File: config.mk
export PLATFORM = sky130hd
export DESIGN_NAME = cordic_vectoring
export DESIGN_NICKNAME = d
export VERILOG_FILES = /design/src/rtl/cordic_pkg.sv /design/src/rtl/cordic_atan_rom.sv /design/src/rtl/cordic_vectoring.sv
export SDC_FILE = /design/constraint.sdc
export NUM_CORES = 1
export LEC_CHECK = 0
export CORE_MARGIN = 8
export CORE_UTILIZATION = 45
export CTS_CLUSTER_DIAMETER = 40
export DETAILED_ROUTE_END_ITERATION = 16
export SLEW_MARGIN = 20
export SYNTH_ARGS = -nofsm -noshare
export SYNTH_HDL_FRONTEND = slang
export SYNTH_SLANG_ARGS = --single-unit
File: constraint.sdc
create_clock -name clk -period 8.5 [get_ports clk]
set_input_delay 1.275 -clock clk [delete_from_list [all_inputs] [get_ports clk]]
set_output_delay 1.275 -clock clk [all_outputs]
set_load 0.02 [all_outputs]
File: src/rtl/cordic_pkg.sv
`default_nettype none
// ============================================================================
// Module   : cordic_pkg
// Brief    : Shared CORDIC constants and types: fixed-point widths, arctan
//            table, gain-compensation factor, pi/2 and the controller states.
//            Used by both the rotation-mode and vectoring-mode blocks.
// Revision : 1.0 - initial release
// ============================================================================
package cordic_pkg;

  // Fixed-point widths (all with 16 fractional bits)
  localparam int C_FRAC_W = 16;
  localparam int C_DATA_W = 18;  // Q2.16 inputs / magnitude / atan entries
  localparam int C_INT_W  = 22;  // Q6.16 datapath with growth headroom
  localparam int C_ANG_W  = 19;  // Q3.16 angle, covers +/-pi

  // Arctan table: atan(2^-i) in Q2.16, truncated
  localparam int C_ATAN_N = 16;
  localparam int C_IDX_W  = 5;   // allows up to 32 iterations of indexing

  localparam logic [C_DATA_W-1:0] C_ATAN_TABLE [0:C_ATAN_N-1] = '{
    18'h0C90F, 18'h076B1, 18'h03EB6, 18'h01FD5,
    18'h00FFA, 18'h007FF, 18'h003FF, 18'h001FF,
    18'h000FF, 18'h0007F, 18'h0003F, 18'h0001F,
    18'h0000F, 18'h00007, 18'h00003, 18'h00001
  };

  // 1/K for the CORDIC gain, Q0.16 (~0.60725)
  localparam logic [15:0] C_GAIN = 16'h9B74;

  // pi/2 in Q3.16
  localparam logic signed [C_ANG_W-1:0] C_PI_2 = 19'sd102944;

  // Controller states
  typedef enum logic [2:0] {
    ST_IDLE   = 3'd0,
    ST_PREROT = 3'd1,
    ST_ITER   = 3'd2,
    ST_SCALE  = 3'd3,
    ST_DONE   = 3'd4
  } state_t;

endpackage : cordic_pkg
`default_nettype wire

File: src/rtl/cordic_atan_rom.sv
`default_nettype none
// ============================================================================
// Module   : cordic_atan_rom
// Brief    : Combinational arctan lookup, atan(2^-idx) in Q2.16. Indices past
//            the end of the table return zero so deeper iteration counts are
//            harmless.
// Revision : 1.0 - initial release
// ============================================================================
module cordic_atan_rom
  import cordic_pkg::*;
(
  input  logic [C_IDX_W-1:0]  idx,
  output logic [C_DATA_W-1:0] atan
);

  // Table lookup with zero beyond the stored entries
  always_comb begin
    atan = '0;
    if (idx < C_IDX_W'(C_ATAN_N)) begin
      atan = C_ATAN_TABLE[idx[3:0]];
    end
  end

endmodule : cordic_atan_rom
`default_nettype wire

File: src/rtl/cordic_vectoring.sv
`default_nettype none
// ============================================================================
// Module   : cordic_vectoring
// Brief    : Iterative vectoring-mode CORDIC. Rotates (x, y) onto the positive
//            x axis, accumulating the angle atan2(y, x), then scales the
//            resulting x by 1/K to give the vector magnitude.
// Revision : 1.0 - initial release
// ============================================================================
module cordic_vectoring
  import cordic_pkg::*;
#(
  parameter int ITERS  = 16,
  parameter int DATA_W = 18,
  parameter int INT_W  = 22,
  parameter int ANG_W  = 19
) (
  input  logic              clk,
  input  logic              rst_n,
  input  logic              start,
  input  logic [DATA_W-1:0] x_in,
  input  logic [DATA_W-1:0] y_in,
  output logic [DATA_W-1:0] magnitude,
  output logic [ANG_W-1:0]  angle,
  output logic              busy,
  output logic              done
);

  // Product of x (INT_W signed) and the 16-bit gain held as a 17-bit signed
  localparam int PROD_W = INT_W + 17;
  localparam int SC_W   = PROD_W - C_FRAC_W;

  localparam logic [C_IDX_W-1:0]       C_LAST    = C_IDX_W'(ITERS - 1);
  localparam logic signed [ANG_W-1:0]  C_PI_2_Z  = ANG_W'(C_PI_2);

  state_t                    r_state;
  logic signed [DATA_W-1:0]  r_x_lat;
  logic signed [DATA_W-1:0]  r_y_lat;
  logic signed [INT_W-1:0]   r_x;
  logic signed [INT_W-1:0]   r_y;
  logic signed [ANG_W-1:0]   r_z;
  logic [C_IDX_W-1:0]        r_i;
  logic                      r_zero;

  logic [C_DATA_W-1:0]       w_atan;
  logic signed [ANG_W-1:0]   w_atan_ext;
  logic signed [INT_W-1:0]   w_x_ext;
  logic signed [INT_W-1:0]   w_y_ext;
  logic signed [INT_W-1:0]   w_x_sh;
  logic signed [INT_W-1:0]   w_y_sh;
  logic signed [PROD_W-1:0]  w_prod;
  logic signed [SC_W-1:0]    w_scaled;
  logic [DATA_W-1:0]         w_mag;

  // Arctan of the current micro-rotation, shared ROM
  cordic_atan_rom u_atan_rom (
    .idx  (r_i),
    .atan (w_atan)
  );

  // Widen operands: inputs sign-extend, table entries are non-negative
  always_comb begin
    w_x_ext    = INT_W'(r_x_lat);
    w_y_ext    = INT_W'(r_y_lat);
    w_atan_ext = ANG_W'({1'b0, w_atan});
    w_x_sh     = r_x >>> r_i;
    w_y_sh     = r_y >>> r_i;
  end

  // Gain compensation: truncate the product, then clamp into [0, 2^DATA_W-1]
  always_comb begin
    w_prod   = PROD_W'(r_x) * PROD_W'($signed({1'b0, C_GAIN}));
    w_scaled = w_prod[PROD_W-1:C_FRAC_W];
    w_mag    = w_scaled[DATA_W-1:0];
    if (w_scaled[SC_W-1]) begin
      w_mag = '0;
    end else if (|w_scaled[SC_W-2:DATA_W]) begin
      w_mag = '1;
    end
  end

  // Controller and datapath: accept, prerotate, iterate, scale, hold result
  always_ff @(posedge clk or negedge rst_n) begin
    if (!rst_n) begin
      r_state   <= ST_IDLE;
      r_x_lat   <= '0;
      r_y_lat   <= '0;
      r_x       <= '0;
      r_y       <= '0;
      r_z       <= '0;
      r_i       <= '0;
      r_zero    <= 1'b0;
      magnitude <= '0;
      angle     <= '0;
      busy      <= 1'b0;
      done      <= 1'b0;
    end else begin
      case (r_state)
        ST_IDLE, ST_DONE: begin
          if (start) begin
            r_x_lat <= x_in;
            r_y_lat <= y_in;
            busy    <= 1'b1;
            done    <= 1'b0;
            r_state <= ST_PREROT;
          end
        end

        ST_PREROT: begin
          // Fold left-half-plane vectors into the right half by +/-90 deg;
          // y == 0 with x < 0 takes the +90 path so the result is +pi.
          if (r_x_lat[DATA_W-1] && !r_y_lat[DATA_W-1]) begin
            r_x <= w_y_ext;
            r_y <= -w_x_ext;
            r_z <= C_PI_2_Z;
          end else if (r_x_lat[DATA_W-1]) begin
            r_x <= -w_y_ext;
            r_y <= w_x_ext;
            r_z <= -C_PI_2_Z;
          end else begin
            r_x <= w_x_ext;
            r_y <= w_y_ext;
            r_z <= '0;
          end
          r_zero  <= (r_x_lat == '0) && (r_y_lat == '0);
          r_i     <= '0;
          r_state <= ST_ITER;
        end

        ST_ITER: begin
          if (!r_y[INT_W-1]) begin
            r_x <= r_x + w_y_sh;
            r_y <= r_y - w_x_sh;
            r_z <= r_z + w_atan_ext;
          end else begin
            r_x <= r_x - w_y_sh;
            r_y <= r_y + w_x_sh;
            r_z <= r_z - w_atan_ext;
          end
          r_i <= r_i + C_IDX_W'(1);
          if (r_i == C_LAST) begin
            r_state <= ST_SCALE;
          end
        end

        ST_SCALE: begin
          // A zero vector has no defined angle; report exact zeros
          magnitude <= r_zero ? '0 : w_mag;
          angle     <= r_zero ? '0 : r_z;
          busy      <= 1'b0;
          done      <= 1'b1;
          r_state   <= ST_DONE;
        end

        default: begin
          r_state <= ST_IDLE;
        end
      endcase
    end
  end

endmodule : cordic_vectoring
`default_nettype wire

# Word-level counts from Yosys, hierarchy flattened
# Memory sizes are Yosys's and may differ from the RTL's.
# Index checks and enable logic that the tools add are counted.
[word_totals]
n_memories = 1
word_cells = 75
input_bits = 39
ff_bits = 147
out_inout_bits = 39
rom_bits = 288
[classes]
shifts = 2
muxes = 27
eq_ne = 7
mul = 1
add_sub_neg = 9
n_lt_le_gt_ge = 2
bitwise = 1
n_reduce_logical = 13
[mem_list]
columns = ["memory", "words", "word_bits", "rd", "rd_ports_with_merged_regs", "wr", "line", "text"]
rows = [
  ["(name not given)", 16, 18, 1, 0, 0, "cordic_atan_rom.sv:20", "atan = C_ATAN_TABLE[idx[3:0]];"],
]
[ops]
columns = ["op", "count"]
rows = [
  ["two-way mux 22 bit", 6],
  ["two-way mux 18 bit", 6],
  ["one-hot mux 22 bit (2 select lines)", 2],
  ["two-way mux 19 bit", 4],
  ["adder 22 bit", 2],
  ["negation 18 -> 22 bit", 2],
  [">>> shifter 22 x 5 -> 22 bit", 2],
  ["subtractor 22 bit", 2],
  ["one-hot mux 19 bit (2 select lines)", 1],
  ["multiplier 22 x 15 -> 37 bit, second input constant", 1],
  ["zero test 18 bit", 2],
  ["adder 19 bit", 1],
  ["subtractor 19 bit", 1],
  ["one-hot mux 3 bit (4 select lines)", 1],
  ["one-hot mux 5 bit (2 select lines)", 1],
  ["equality test 3 x 2 -> 1 bit, second input constant", 2],
  ["two-way mux 3 bit", 2],
  ["AND reduction 2 bit", 3],
  ["adder 5 x 1 -> 5 bit, second input constant", 1],
  ["equality test 5 x 4 -> 1 bit, second input constant", 1],
  [">= comparator 5 bit, second input constant", 1],
  ["< comparator 5 bit, second input constant", 1],
  ["NOT 4 -> 5 bit", 1],
  ["inequality test 2 bit, second input constant", 2],
  ["other kinds (10)", 14],
]

# Longest topological paths before layout
[depth]
word_depth = 8
ltp_mapped = 24

# By module
# From an unflattened synthesis, not the netlist that was laid out.
[unflattened]
cells_unflattened = 2185
area_unflattened_um2 = 19799.0
[modules_own_cells]
columns = ["mod", "seq_area_each_um2", "instances", "cells_each", "area_each_um2"]
rows = [
  ["cordic_vectoring", 3678.5, 1, 2136, 19462.4],
  ["cordic_atan_rom", 0.0, 1, 49, 336.6],
]

# Worst setup path before layout
# OpenSTA, ideal clock, no wires.
[synth_timing]
path_kind = "flip-flop to flip-flop"
start = "reg r_x[14]"
end = "reg magnitude[0]"
path_slack_ns = 2.248
path_stages_with_launch = 22
n_path_buf = 2
synth_period_minus_slack_ns = 6.252
t_required_ns = 8.417
arrival_ns = 6.169
setup_ns = 0.083
cell_sequence = "dfrtp_1 -> ha_1 -> inv_1 -> fa_1 -> inv_1 -> fa_1 -> fa_1 -> fa_1 -> inv_1 -> fa_1 -> inv_1 -> ha_1 -> and3_1 -> nand3_1 -> or4_1 -> clkbuf_1 -> a21oi_1 -> nor4_1 -> a211oi_1 -> clkbuf_1 -> nor2_1 -> o21ai_0"
[synth_via]
elab_chain_len = 5
[synth_lines]
columns = ["element", "line", "text"]
rows = [
  ["start, declared", "cordic_vectoring.sv:38", "logic signed [INT_W-1:0] r_x;"],
  ["start signal, assigned", "cordic_vectoring.sv:112", "r_x <= w_y_ext;"],
  ["start signal, assigned", "cordic_vectoring.sv:116", "r_x <= -w_y_ext;"],
  ["start signal, assigned", "cordic_vectoring.sv:120", "r_x <= w_x_ext;"],
  ["multiplier 22 x 15 -> 37 bit *", "cordic_vectoring.sv:71", "w_prod = PROD_W'(r_x) * PROD_W'($signed({1'b0, C_GAIN}));"],
  ["OR reduction 4 bit", "cordic_vectoring.sv:76", "end else if (|w_scaled[SC_W-2:DATA_W]) begin"],
  ["two-way mux 18 bit", "cordic_vectoring.sv:76", ""],
  ["two-way mux 18 bit *", "cordic_vectoring.sv:74", "if (w_scaled[SC_W-1]) begin"],
  ["two-way mux 18 bit *", "cordic_vectoring.sv:147", "magnitude <= r_zero ? '0 : w_mag;"],
  ["end signal, assigned", "cordic_vectoring.sv:147", ""],
  ["end, declared", "cordic_vectoring.sv:22", "output logic [DATA_W-1:0] magnitude,"],
]
# Mark *: on every way between the ends. The rest lies on a longest branch, timed or not.
# A chain may end at the register's enable or synchronous reset.

# Worst setup path in the final report
[layout_timing]
start = "reg r_i[0]"
end = "reg r_x[21]"
[layout_via]
elab_chain_len = 4
[layout_lines]
columns = ["element", "line", "text"]
rows = [
  ["start, declared", "cordic_vectoring.sv:41", "logic [C_IDX_W-1:0] r_i;"],
  ["start signal, assigned", "cordic_vectoring.sv:139", "r_i <= r_i + C_IDX_W'(1);"],
  [">>> shifter 22 x 5 -> 22 bit *", "cordic_vectoring.sv:66", "w_y_sh = r_y >>> r_i;"],
  ["adder 22 bit / subtractor 22 bit (equally long branches)", "cordic_vectoring.sv:131, cordic_vectoring.sv:135", ""],
  ["two-way mux 22 bit *", "cordic_vectoring.sv:130", "if (!r_y[INT_W-1]) begin"],
  ["one-hot mux 22 bit (2 select lines) *", "cordic_vectoring.sv:97", "case (r_state)"],
  ["end signal, assigned", "cordic_vectoring.sv:112", ""],
  ["end signal, assigned", "cordic_vectoring.sv:131", "r_x <= r_x + w_y_sh;"],
  ["end signal, assigned", "cordic_vectoring.sv:135", "r_x <= r_x - w_y_sh;"],
]
# Marked as above.

==> flow_summary.toml <==
[floorplan]
core-area_um2 = 44220
start_util_pct = 45.68
num_io_pins = 78
die-height_um = 227.9
row_count = 77
die_w_um = 227.9
die_area_um2 = 51920

[global_route]
grt_pass1_vias = 16976
grt-ovfl-total = 0
grt_pass1_wl_um = 95790
gr-usage-all-layers_pct = 22.85
grt_max_degree = 83
antenna_found_initial = 1

[placed_design]
dpl.hpwl_um = 46850
gp_congestion = 0.9777
io_buffers = 77

[sta]
tns_ns = 0
rsz0062_at_grt = "false"
clock_skew_ns = 0.01153
worst_pin_slew_ns = 0.8596
max_slew_margin_pct = 41.05
period_minus_slack_ns = 7.005
hold_viol_final = 0
period_share_pct = 82.41
setup_violations = 0
fmax_mhz = 142.8
finalMaxSlewViolations = 0

[setup_path]
crit_slowest_cell = "dfrtp_2"
crit_type = "reg2reg"
path_cells = "buf_4, mux2_2, mux2i_1, nand2_1, o21ai_0, nand4_1, o211ai_1, o21ai_0, nand2_1, o31ai_1, ha_1, or3_1, or4_1, o22a_1, a221oi_1, o21a_1, o211ai_1, and3_1, a2111oi_0, o31ai_1"
crit_family = "compound AO/OA/AOI/OAI gates"
crit_buf_inv = 1
path_max_fanout = 30
timing.rr.start = "r_i[0]"
start_kind = "flop"
cpPeakStageDelay_ns = 0.87
ff2ff_path_depth = 20
critPathArrivalTime_ns = 7.36
r2r_slack_ns = 1.50
critical_path_required_ns = 8.85
reg2reg_to = "r_x[21]"
end_kind = "flop"

[logic_synthesis]
synth.area.top_cells = "dfrtp_1 18%, fa_1 13%, ha_1 13%, mux4_2 4.7%, inv_1 4.5%"
synth_most_common_cell = "inv_1"
yosys.area.top_type = "dfrtp_1"
avgSynthCellArea_um2 = 8.886
netlist_area_um2 = 20200
syn-num-nets = 2662
yosys_warnings = 0
async_reset_ff_share_pct = 100.0
synth_ff_type = "dfrtp_1"
synthDistinctLibCells = 82
syn_inst = 2273
synth_common_cells = "243 x inv_1, 215 x ha_1, 155 x a21oi_1"
synth_seq_cells = 147
synth_edf_count = 0
ys_seq_area_share_pct = 18.21
netlist.area_leader.share_pct = 18.21

[clock_network]
clk_pin_slew_worst_paths_ns = 0.06
cts_tree = "yes"
cts_buffers = 17
postCtsSetupBuffers = 0
clkSinkCount = 147
htree_levels = 4
postCtsHoldBufs = 0
clk_latency_ns = 0.49
cts_buffer_depth = 2
cts_resized = 0
clockRootBuffer = "clkbuf_16"

[min_path]
hold_start = "angle[7]"
worstHoldPathType = "reg2reg"
min_to = "angle[7]"
hold_depth = 2

[detailed_routing]
drc = 0
drtPass1Iterations = 5
ant_nets = 0
drt_iter0_markers = 1431
drt_wl_total_um = 60290
vias = 17256
drt-wirelength-per-cell_um = 20.85
vias_per_cell = 5.967

[finish]
utilization_pct = 50.02
area_growth_pct = 9.515
diodes = 0
finalNetCount = 2678
layout-drive-gt1-share_pct = 8.261

[outcome]
status = "finished, final reports clean"

[job]
max_cap_viol_count = 0
metrics by stage:
| stage | setup slack [ns] | area [um^2] | hold WS [ns] | cells |
|---|---|---|---|---|
| floorplan | 2.248 | 20200 | 0.4875 | 2273 |
| CTS | 1.348 | 22110 | 0.4833 | 2892 |
| global placement | 1.478 | 21490 | 0.4611 | 2862 |
| global route | 1.023 | 22120 | 0.5132 | 2892 |
| detailed placement | 1.338 | 21490 | 0.4694 | 2862 |
| finish | 1.495 | 22120 | 0.4748 | 2892 |
kinds of logic after synthesis:
family / share of synthesized area (%)
compound gates: 19.13
xor+xnor: 6.244
fa+ha+maj: 26.70
buf+inv: 6.721
flops: 18.21
mux: 10.18
simple gates: 12.81
layer usage:
layer	GRT usage (%)	routed length (um)
met3	4.356	3290
met5	0	13
met4	6.457	1415
met1	31.70	27640
met2	36.05	27930
cell usage in the layout (no fill, tap or decap), types with 44 or more instances in the layout:
cell type          n
a21oi_1          155
clkdlybuf4s50_1   76
o21ai_0          142
ha_1             215
mux2_2            51
nand2_1          144
a211oi_1          52
xor2_1            66
fa_1             135
nand2b_1          44
mux2i_1           50
dfrtp_1          142
inv_1            243
nor2_1           152
xnor2_1           78
registers in the layout, summed over array words and instances (netlist names), 5 cells and up:
register and flops:
r_x 22, magnitude 18, angle 19, r_z 19
r_y 22, r_x_lat 18, r_y_lat 18, r_i 5
final cells by class:
type / count / area [um^2]
multi-input cells: 1777 / 15200
clock inverters: 12 / 182.7
repair buffers: 102 / 959.7
clock buffers: 18 / 429.2
inverters: 244 / 915.9
well taps: 592 / 740.7
fillers: 4206 / 22100
flip-flops and latches: 147 / 3687
how the worst max path moves through the flow:
| stage | from | endpoint | slack [ns] | cells past startpoint |
|---|---|---|---|---|
| floorplan | r_x[14] | magnitude[0] | 2.25 | 21 |
| global placement | r_x[13] | magnitude[3] | 1.48 | 20 |
| detailed placement | r_x[13] | magnitude[12] | 1.34 | 20 |
| CTS | r_x[14] | magnitude[12] | 1.35 | 19 |
| global route | r_i[0] | r_x[21] | 1.02 | 20 |
| finish | r_i[0] | r_x[21] | 1.50 | 20 |
tightest hold or removal path, cell delays in order (launching register included):
cell	delay (ns)
dfrtp_1	0.34
nand2_1	0.04
o21ai_0	0.06
Power is not shown: default switching activity piles up to over one toggle a cycle in this logic, so the estimate is an artifact.
